$ cat src/rtl/sysarray_qr_seq.sv
// Sequencer for the Givens-rotation QR systolic array: clear, load A with column
// skew, drain, then stream query rows through the frozen R and flush.
module sysarray_qr_seq #(
  parameter int N     = 4,
  parameter int DW    = 16,
  parameter int M_MAX = 64,
  parameter int CW    = $clog2(M_MAX+1)
) (
  input  logic            clk,
  input  logic            rst,
  input  logic            start,
  input  logic [CW-1:0]   num_rows,
  input  logic            in_valid,
  output logic            in_ready,
  input  logic [N*DW-1:0] in_data,
  input  logic            in_last,
  output logic [N*DW-1:0] arr_x,
  output logic [N-1:0]    arr_valid,
  output logic            arr_rst,
  output logic            arr_freeze,
  output logic [2:0]      state_o,
  output logic            busy,
  output logic            done
);
  // Skew depth plus array depth: time for the last injected element to leave the array.
  localparam int TAIL = 2*N-1;
  localparam int CNTW = $clog2(TAIL+1);

  typedef enum logic [2:0] {
    S_IDLE  = 3'd0,
    S_CLEAR = 3'd1,
    S_LOAD  = 3'd2,
    S_DRAIN = 3'd3,
    S_APPLY = 3'd4,
    S_FLUSH = 3'd5
  } state_t;

  state_t          state;
  logic [CW-1:0]   rows_left;
  logic [CNTW-1:0] cnt;
  logic            freeze_q, done_q;
  logic            fire;

  assign in_ready   = (state == S_LOAD && rows_left != '0) || state == S_APPLY;
  assign fire       = in_valid && in_ready;
  assign arr_rst    = rst || state == S_CLEAR;
  assign arr_freeze = freeze_q;
  assign done       = done_q;
  assign busy       = state != S_IDLE;
  assign state_o    = state;

  always_ff @(posedge clk) begin
    if (rst) begin
      state     <= S_IDLE;
      rows_left <= '0;
      cnt       <= '0;
      freeze_q  <= 1'b0;
      done_q    <= 1'b0;
    end else begin
      done_q <= 1'b0;
      case (state)
        S_IDLE: if (start) begin
          state     <= S_CLEAR;
          rows_left <= num_rows;
        end
        S_CLEAR: if (rows_left == '0) begin
          state <= S_DRAIN;
          cnt   <= CNTW'(TAIL-1);
        end else begin
          state <= S_LOAD;
        end
        S_LOAD: if (fire && rows_left != '0) begin
          rows_left <= rows_left - CW'(1);
          if (rows_left == CW'(1)) begin
            state <= S_DRAIN;
            cnt   <= CNTW'(TAIL-1);
          end
        end
        S_DRAIN: if (cnt == '0) begin
          state    <= S_APPLY;
          freeze_q <= 1'b1;
        end else begin
          cnt <= cnt - CNTW'(1);
        end
        S_APPLY: if (fire && in_last) begin
          state  <= S_FLUSH;
          cnt    <= CNTW'(TAIL-1);
          done_q <= (TAIL == 1);
        end
        S_FLUSH: if (cnt == '0) begin
          state    <= S_IDLE;
          freeze_q <= 1'b0;
        end else begin
          cnt    <= cnt - CNTW'(1);
          done_q <= (cnt == CNTW'(1));
        end
        default: state <= S_IDLE;
      endcase
    end
  end

  // Column j is delayed j+1 cycles; bubbles and idle cycles shift in neutral zero rows.
  for (genvar j = 0; j < N; j++) begin : g_col
    logic [j:0][DW-1:0] sr;
    logic [j:0]         sv;
    always_ff @(posedge clk) begin
      if (rst) begin
        sr <= '0;
        sv <= '0;
      end else begin
        sr[0] <= fire ? in_data[j*DW +: DW] : '0;
        sv[0] <= fire;
        for (int i = 1; i <= j; i++) begin
          sr[i] <= sr[i-1];
          sv[i] <= sv[i-1];
        end
      end
    end
    assign arr_x[j*DW +: DW] = sr[j];
    assign arr_valid[j]      = sv[j];
  end
endmodule

$ cat config.mk
export PLATFORM = sky130hd
export DESIGN_NAME = sysarray_qr_seq
export DESIGN_NICKNAME = d
export VERILOG_FILES = /design/src/rtl/sysarray_qr_seq.sv
export SDC_FILE = /design/constraint.sdc
export NUM_CORES = 1
export LEC_CHECK = 0
export ABC_AREA = 1
export CAP_MARGIN = 25
export CORE_ASPECT_RATIO = 0.8
export CORE_MARGIN = 3
export CORE_UTILIZATION = 53
export CTS_CLUSTER_DIAMETER = 30
export CTS_CLUSTER_SIZE = 14
export DETAILED_ROUTE_END_ITERATION = 7
export GPL_TIMING_DRIVEN = 1
export PLACE_DENSITY_LB_ADDON = 0.3
export SLEW_MARGIN = 30
export SYNTH_ARGS = -nofsm -noshare
export SYNTH_HDL_FRONTEND = slang
export SYNTH_SLANG_ARGS = --single-unit
export TNS_END_PERCENT = 20
$ cat constraint.sdc
create_clock -name clk -period 4.6 [get_ports clk]
set_clock_uncertainty 0.1 [all_clocks]
set_input_delay 0.92 -clock clk [delete_from_list [all_inputs] [get_ports clk]]
set_output_delay 0.92 -clock clk [all_outputs]
set_load 0.005 [all_outputs]
### Word level (Yosys, flattened, before mapping)

Index checks and enable logic that the tools add are counted.

* flip-flop bits (word level): 185
* input port bits: 76
* output and inout port bits: 76
* word-level logic and storage cells: 79

* add/sub/neg operators: 2
* equal/unequal tests: 15
* multiplexer cells: 20
* bitwise logic cells: 2
* reduce and logical (&&, ||, !) cells: 21

Operator list (count)
* 3-bit two-way mux: 11
* 3-bit case mux with 6 select lines: 1
* 7-bit two-way mux: 2
* 7-bit case mux with 2 select lines: 1
* 3-bit case mux with 4 select lines: 1
* 6-bit AND reduction: 2
* 2-bit by 1-bit != test with 1-bit output, second input constant: 4
* 2-bit != test, second input constant: 4
* 7-bit by 1-bit equality test with 1-bit output, second input constant: 1
* 7-bit logical NOT: 1
* 7-bit nonzero test: 1
* 7-bit by 1-bit subtractor with 7-bit output, second input constant: 1
* 3-bit by 1-bit equality test with 1-bit output, second input constant: 2
* 3-bit by 2-bit equality test with 1-bit output, second input constant: 2
* 3-bit equality test, second input constant: 2
* 3-bit logical NOT: 2
* 3-bit AND reduction: 2
* 1-bit logical AND: 4
* 2-bit nonzero test: 2
* 4-bit nonzero test: 1
* 2-bit OR reduction: 2
* 1-bit two-way mux: 3
* 3-bit nonzero test: 1
* 3-bit OR reduction: 1
* other kinds (4): 6

### Longest topological paths before layout

Gate-level depths: netlist of run 1.

* depth in word-level cells: 7
* depth in mapped cells: 12
* gate-level depth less buffers: 12

### Least setup slack after synthesis of run 1

Ideal clock, no wire load.

* path kind: in2out
* start: input port rst
* end: output port arr_rst
* arrival time: 1147 ps
* slack: 2433 ps
* stages on the path: 2
* buffers on the path: 0
* path through: inv_1 o21ai_0

* word-level cells in the longest chain between the ends: 1

RTL lines
* from (decl): RTL line 10 `input logic rst,`
* 1-bit logical OR: RTL line 46 `assign arr_rst = rst || state == S_CLEAR;`
* to (decl): RTL line 19 `output logic arr_rst,`

No other way between the ends.

### Worst setup path after layout of run 1

* start: register rows_left[0]
* end: output port in_ready

* word-level cells in the longest chain between the ends: 3

RTL lines
* from (decl): RTL line 39 `logic [CW-1:0] rows_left;`
* from (signal assigned): RTL line 64 `rows_left <= num_rows;`
* from (signal assigned): RTL line 73 `rows_left <= rows_left - CW'(1);`
* 7-bit nonzero test: RTL line 44 `assign in_ready = (state == S_LOAD && rows_left != '0) || state == S_APPLY;`
* 1-bit logical AND: RTL line 44
* 1-bit logical OR: RTL line 44
* to (decl): RTL line 14 `output logic in_ready,`

No other way between the ends.

==> results of run 1 <==
-- final cells by class --
class	instances	area, um2	area share
timing repair buffer	153	1540	0.186
clock inverter	13	121	0.0146
clock buffer	17	425	0.0513
inverter	192	726	0.0875
multi-input combinational	302	1710	0.206
sequential	179	3580	0.432
tap	148	185	0.0223
-- power by group through the flow --
stage	logic (uW)	clock network [uW]	registers, uW
after floorplan	609	0	1720
after global placement	791	0	1740
after detailed placement	814	0	1750
after CTS	824	1340	1720
after global routing	928	1400	1730
final	823	1310	1720
-- worst max-delay path, stage by stage (launching register included) --
cell and delay [ns]:
sky130_fd_sc_hd__dfxtp_1 0.34, sky130_fd_sc_hd__inv_1 0.13, sky130_fd_sc_hd__ha_1 0.16, sky130_fd_sc_hd__inv_1 0.04
sky130_fd_sc_hd__nor2_1 0.18, sky130_fd_sc_hd__nand2_2 0.12, sky130_fd_sc_hd__a21boi_4 0.16, sky130_fd_sc_hd__inv_1 0.06
sky130_fd_sc_hd__clkdlybuf4s50_1 0.44
-- worst min path at each step --
stage | slack, ns | endpoint
3_5_place_dp | 0.29 | arr_x[54]
5_1_grt | 0.31 | g_col[2].sr[23]
3_3_place_gp | 0.29 | g_col[2].sr[17]
6_report | 0.29 | g_col[3].sr[33]
4_1_cts | 0.30 | g_col[2].sr[23]
2_1_floorplan | 0.29 | arr_x[16]
-- cell usage in the layout, fill, tap and decap left out, types with 4 or more instances in the layout --
cell and count:
sky130_fd_sc_hd__nor2_4 49, sky130_fd_sc_hd__clkinvlp_4 4, sky130_fd_sc_hd__nand2_1 55, sky130_fd_sc_hd__o21ai_0 7, sky130_fd_sc_hd__dfxtp_1 179, sky130_fd_sc_hd__clkdlybuf4s50_1 150
sky130_fd_sc_hd__clkbuf_16 17, sky130_fd_sc_hd__nor2_1 136, sky130_fd_sc_hd__nand3_1 15, sky130_fd_sc_hd__a21oi_1 13, sky130_fd_sc_hd__ha_1 6, sky130_fd_sc_hd__inv_1 188
-- metal layers --
layer  up-vias  wire [um]  track usage
li1       2247          -            -
met1      1858       4600        0.193
met2       139       5330        0.286
met3        15        987       0.0648
met4         0        149       0.0624
met5         -          0            0
-- through the flow --
stage / total power, uW / hold slack (ns)
after global routing: 4060 / 0.306
after floorplan: 2330 / 0.288
final: 3850 / 0.293
after detailed placement: 2560 / 0.292
after global placement: 2530 / 0.288
after CTS: 3880 / 0.296
-- registers in the layout, indices dropped and copies added, names as in the netlist --
register,flops
state_o,3
cnt,3
arr_freeze,1
g_col.sv,4
done,1
g_col.sr,112
arr_x,48
rows_left,7
-- logic make-up (layout without fill, tap and decap cells) --
group	count (synthesis)	count (layout)	synth area share
AND/OR/NAND/NOR	270	270	0.223
AO/OA/AOI/OAI	23	23	0.0200
adder cells (fa/ha/maj)	6	6	0.0114
flip-flops	179	179	0.546
buffers and inverters	262	375	0.195
XOR/XNOR	2	2	0.00267
multiplexers	1	1	0.00153
==> Flow_metrics.wiki, run 1 <==
{| class="wikitable"
! Metric !! Value
|-
| Largest buffer count on any clock path || 2
|-
| TritonCTS buffer count || 17
|-
| Cell Area, Placed || 0.00774 mm2
|-
| Number of I/O port buffers || 151
|-
| Top fanout value on the critical path || 4
|-
| Die area || 0.0138 mm2
|-
| Top cells by count, synth || 188 x sky130_fd_sc_hd__inv_1, 179 x sky130_fd_sc_hd__dfxtp_1, 136 x sky130_fd_sc_hd__nor2_1
|-
| Total power per unit cell area || 464 mW/mm2
|-
| Number of global-route vias before repair || 4105
|-
| Clock period minus worst slack || 3.05 ns
|-
| Worst hold-check path type || flop to flop
|-
| Largest net degree at the start of global routing || 110
|-
| Number of nets in the layout || 927
|-
| Gate Count Post-Synth || 743
|-
| Depth of the worst register-to-register path || 10
|-
| Number of nets with antenna violations after detailed routing || 0
|-
| Flip-flop and latch count after synthesis || 179
|-
| Max-capacitance violation count || 0
|-
| Initial Util || 0.557
|-
| Launch point of the critical path || rows_left[0]
|-
| Vertical die dimension || 106 um
|-
| Rel. slew slack || 0.472
|-
| CP Data Required Time || 3.58 ns
|-
| Startpoint kind of the worst setup timing path || flop
|-
| Worst hold path depth || 2
|-
| Final hold violation count || 0
|-
| Worst hold start || g_col[3].sr[17]
|-
| Type of element capturing the critical path || primary output
|-
| Maximum vdd ir drop || 0.387 mV
|-
| Nets in the synthesized netlist || 825
|-
| Length of the first detailed-routing pass in iterations || 5
|-
| FFs w/ async S/R, synth || 0
|-
| Half-perimeter wire length after detailed placement || 7.77 mm
|-
| Die X-Extent || 130 um
|-
| Count of different cell masters after synthesis || 33
|-
| Switching pwr || 1160 uW
|-
| Residual DRC count || 0
|-
| Placed cell count || 974
|-
| Post-Syn Area per Cell || 8.83 um2
|-
| Post-route clock period utilization || 0.664
|-
| Largest cells by area after synthesis || sky130_fd_sc_hd__dfxtp_1 55%, sky130_fd_sc_hd__inv_1 11%, sky130_fd_sc_hd__nor2_4 8.4%, sky130_fd_sc_hd__nor2_1 7.8%, sky130_fd_sc_hd__buf_4 5.6%
|-
| Internal power contribution || 2690 uW
|-
| Clock latency of the later-clocked register in the worst-skew pair || 0.41 ns
|-
| Fraction of final layout cells sized beyond drive strength 1 || 0.111
|-
| Via count || 4259
|-
| Pins over their slew limit || 0
|-
| Setup repair after global routing missed its margin || no
|-
| Count of flip-flops with a built-in enable after synthesis || 0
|-
| Cell taking the most area after synthesis || sky130_fd_sc_hd__dfxtp_1
|-
| Post-synth top area share || 0.546
|-
| Switching power share of the total || 0.302
|-
| Static leakage power || 0.00348 uW
|-
| Post-synthesis instance area || 0.00656 mm2
|-
| GRT Resource Usage Total || 0.169
|-
| Htree depth || 4
|-
| Yosys Warn Count || 0
|-
| Area grow syn2layout || 26.3%
|-
| First-pass GRT wire length || 18.5 mm
|-
| Post-route setup slack || 1.55 ns
|-
| Setup slack, reg-to-reg || 2.06 ns
|-
| Clock power frac || 0.340
|-
| Final core occ || 0.704
|-
| # hold bufs at CTS || 0
|-
| Final cell count without fillers || 1004
|-
| Drt first-iter violations || 189
|-
| Register area share after synthesis || 0.546
|-
| Antenna violations before repair || 0
|-
| Cell with the most instances after synthesis || sky130_fd_sc_hd__inv_1
|-
| Setup slack after placement || 1.70 ns
|-
| Fill cell total of the finished layout || 889
|-
| Io pins || 152
|-
| Final GP Congestion || 0.858
|-
| Slew at the pin closest to its max-slew limit || 0.792 ns
|-
| Startpoint of the most critical register-to-register path || rows_left[0]
|-
| Outcome || complete, no violations
|-
| Vias/cell || 4.24
|-
| Overflow after GRT || 0
|-
| Post-CTS resize count || 0
|-
| # clock sinks || 179
|-
| Portion of total power attributed to sequential cells || 0.446
|-
| Clk root buf || sky130_fd_sc_hd__clkbuf_16
|-
| F_max || 327 MHz
|-
| Capturing element of the worst setup path || in_ready
|-
| Finished Cell Area || 0.00829 mm2
|-
| Setup TNS || 0 ns
|-
| R2r endpoint || g_col[2].sr[12]
|-
| Final setup violation count || 0
|-
| Ys flop type || sky130_fd_sc_hd__dfxtp_1
|-
| Clk pin slew, worst setup/hold paths || 0.07 ns
|-
| Antenna diode instance count || 0
|-
| Proportion of power drawn by combinational gates || 0.214
|-
| CTS tree || yes
|-
| Total core area || 0.0118 mm2
|-
| Cell Rows || 35
|-
| Post-CTS Setup Bufs || 0
|-
| Wirelength, routed || 11.1 mm
|-
| Data arrival, critical path || 2.03 ns
|-
| Setup Crit Path Kind || flop to primary output
|-
| Post-detailed-route wirelength per cell || 11.0 um
|}
Note: power is estimated with default switching activity, not from simulation.
==> run 2: changes to the inputs <==
Settings changed: CORE_UTILIZATION 53 to 50.
Clock period 4.6 ns to 2.92 ns, I/O delays scaled along.
==> run 2 against run 1 <==
Compared with the run above:
- first-iteration DRC count is 8.5% lower
- design area is 0.77% higher
- sequential cell count stayed put
- global-route usage is 0.25 points lower
- total power is 61% higher
- critical endpoint unchanged
- largest cell class unchanged
==> Flow_metrics.wiki, run 2 (synthesis results as in run 1) <==
{| class="wikitable"
! Metric !! Value
|-
| Outcome || complete, no violations
|-
| Post-CTS resize count || 0 (unchanged)
|-
| Startpoint of the most critical register-to-register path || state_o[2]
|-
| Initial Util || 0.526 (-0.0311)
|-
| Final hold violation count || 0 (unchanged)
|-
| Length of the first detailed-routing pass in iterations || 4 (-1)
|-
| Cell Rows || 36 (+2.9%)
|-
| Via count || 4303 (+1.0%)
|-
| Total core area || 0.0125 mm2 (+5.9%)
|-
| Buffers plus inverters on the worst setup path || 3 (-1)
|-
| Post-detailed-route wirelength per cell || 11.1 um (+0.63%)
|-
| Antenna violations before repair || 0 (unchanged)
|-
| Total power per unit cell area || 741 mW/mm2 (+60%)
|-
| Worst hold-check path type || flop to flop
|-
| Wirelength, routed || 11.4 mm (+3.2%)
|-
| Startpoint kind of the worst setup timing path || flop
|-
| Total number of cells along the worst setup path || 6 (-2)
|-
| Fraction of final layout cells sized beyond drive strength 1 || 0.113 (+0.00194)
|-
| Static leakage power || 0.00350 uW (+0.61%)
|-
| Max reg flops || 112 (unchanged)
|-
| Pins over their slew limit || 0 (unchanged)
|-
| TritonCTS buffer count || 17 (unchanged)
|-
| Largest net degree at the start of global routing || 110 (unchanged)
|-
| Largest buffer count on any clock path || 2 (unchanged)
|-
| CTS tree || yes
|-
| Clock period minus worst slack || 2.68 ns
|-
| Final setup violation count || 0 (unchanged)
|-
| Vertical die dimension || 108 um (+2.8%)
|-
| Die area || 0.0145 mm2 (+5.7%)
|-
| Max-capacitance violation count || 0 (unchanged)
|-
| Setup repair after global routing missed its margin || no
|-
| Die X-Extent || 134 um (+2.8%)
|-
| Setup Crit Path Kind || flop to primary output
|-
| Post-CTS Setup Bufs || 0 (unchanged)
|-
| Rel. slew slack || 0.464 (-0.00743)
|-
| Post-route clock period utilization || 0.918
|-
| First-pass GRT wire length || 19.2 mm (+4.0%)
|-
| Number of nets with antenna violations after detailed routing || 0 (unchanged)
|-
| # clock sinks || 179 (unchanged)
|-
| Io pins || 152 (unchanged)
|-
| CP Data Required Time || 2.24 ns (-1.34 ns)
|-
| Clk pin slew, worst setup/hold paths || 0.06 ns (about the same)
|-
| Area grow syn2layout || 27.3%
|-
| Setup slack, reg-to-reg || 0.74 ns (-1.32 ns)
|-
| Type of element capturing the critical path || primary output
|-
| Htree depth || 4 (unchanged)
|-
| Worst hold path depth || 2 (unchanged)
|-
| GRT Resource Usage Total || 0.166 (-0.00248)
|-
| Antenna diode instance count || 0 (unchanged)
|-
| Top fanout value on the critical path || 10 (+6)
|-
| # hold bufs at CTS || 0 (unchanged)
|-
| Critical path's largest stage delay || 0.59 ns (+0.15 ns)
|-
| F_max || 373 MHz
|-
| Top cell family by delay on the critical path || flip-flops
|-
| Top library cells by usage in the layout, fill and taps aside || 188 x sky130_fd_sc_hd__inv_1, 179 x sky130_fd_sc_hd__dfxtp_1, 150 x sky130_fd_sc_hd__clkdlybuf4s50_1, 136 x sky130_fd_sc_hd__nor2_1, 55 x sky130_fd_sc_hd__nand2_1
|-
| Placed cell count || 998 (+2.5%)
|-
| Overflow after GRT || 0 (unchanged)
|-
| Drt first-iter violations || 173 (-8.5%)
|-
| Worst hold start || g_col[3].sr[1]
|-
| Number of nets in the layout || 928 (+0.11%)
|-
| Post-layout total power || 6190 uW (+61%)
|-
| Setup TNS || 0 ns (unchanged)
|-
| R2r endpoint || g_col[2].sr[14]
|-
| Worst-path cell with the longest stage delay || sky130_fd_sc_hd__dfxtp_1
|-
| Data arrival, critical path || 2.00 ns (-0.03 ns)
|-
| Final GP Congestion || 0.906 (+5.6%)
|-
| Vias/cell || 4.18 (-1.5%)
|-
| Clock latency of the later-clocked register in the worst-skew pair || 0.41 ns (about the same)
|-
| Half-perimeter wire length after detailed placement || 7.78 mm (+0.11%)
|-
| Residual DRC count || 0 (unchanged)
|-
| Top reg by flops || g_col.sr
|-
| Number of global-route vias before repair || 4201 (+2.3%)
|-
| Depth of the worst register-to-register path || 8 (-2)
|-
| Cell Chain, Critical Path || nor2_8, nand2_4, inv_4, a21boi_4, inv_1, clkdlybuf4s50_1
|-
| Final cell count without fillers || 1030 (+2.6%)
|-
| Endpoint of the worst hold-timing path || g_col[3].sr[17]
|-
| Slew at the pin closest to its max-slew limit || 0.803 ns (+0.0112 ns)
|-
| Number of I/O port buffers || 151 (unchanged)
|-
| Most common cell after layout, fill and taps aside || sky130_fd_sc_hd__inv_1
|-
| Maximum vdd ir drop || 0.459 mV (+18%)
|-
| Clk root buf || sky130_fd_sc_hd__clkbuf_16
|}
==> run 2: changes by cell type in the layout (fill, tap and decap cells not counted) <==
| cell | delta |
|---|---|
| sky130_fd_sc_hd__clkbuf_8 | +4 |
| sky130_fd_sc_hd__clkinv_8 | -1 |
| sky130_fd_sc_hd__inv_8 | -1 |
| sky130_fd_sc_hd__buf_6 | +1 |
| sky130_fd_sc_hd__clkinv_2 | +2 |
| sky130_fd_sc_hd__bufinv_16 | +1 |
| sky130_fd_sc_hd__buf_4 | +1 |
| sky130_fd_sc_hd__clkbuf_1 | +1 |
| sky130_fd_sc_hd__clkinv_4 | -2 |
| sky130_fd_sc_hd__inv_6 | -2 |
| sky130_fd_sc_hd__buf_12 | -1 |
==> run 2: worst max-delay path by stage <==
stage	from	endpoint	slack (ns)
floorplan	rows_left[0]	in_ready	1.22
global placement	in_valid	g_col[2].sr[9]	0.50
global route	rows_left[0]	in_ready	0.11
CTS	state_o[2]	in_ready	0.22
detailed placement	rst	arr_rst	0.65
finish	state_o[2]	in_ready	0.24
==> run 2: worst reg2reg max path, delay by kind of cell (launching register included) <==
kind	cells	cell delay, ns
and+or+nand+nor	5	0.48
AOI/OAI and AO/OA	1	0.17
DFF	1	0.59
buffers and inverters	2	0.69
==> run 2: where the power goes <==
| group | leakage [uW] | internal (uW) | switching, uW |
|---|---|---|---|
| sequential | 0.00144 | 2590 | 113 |
| combinational | 0.00178 | 536 | 770 |
| clock | 0.000277 | 1270 | 908 |
==> run 2: metrics by stage <==
| stage | area, um2 | hold WS, ns | util | setup slack, ns |
|---|---|---|---|---|
| floorplan | 6560 | 0.288 | - | 1.22 |
| global placement | 7760 | 0.288 | 0.622 | 0.497 |
| detailed placement | 7770 | 0.292 | 0.623 | 0.650 |
| CTS | 8350 | 0.300 | 0.669 | 0.223 |
| global route | 8350 | 0.311 | 0.669 | 0.107 |
| finish | 8350 | 0.296 | 0.669 | 0.238 |
==> run 2: cell type report <==
type                    instances  area, um2
well taps                     171        214
multi-input cells             302       1710
fillers                      1001       4120
clock inverters                10       98.8
flip-flops and latches        179       3580
repair buffers                154       1540
inverters                     192        726
clock buffers                  22        484
==> run 2: routing by layer <==
layer / wire, um / track usage
met4: 116 / 0.0567
met3: 998 / 0.0763
met1: 4660 / 0.188
met5: 0 / 0
met2: 5660 / 0.282
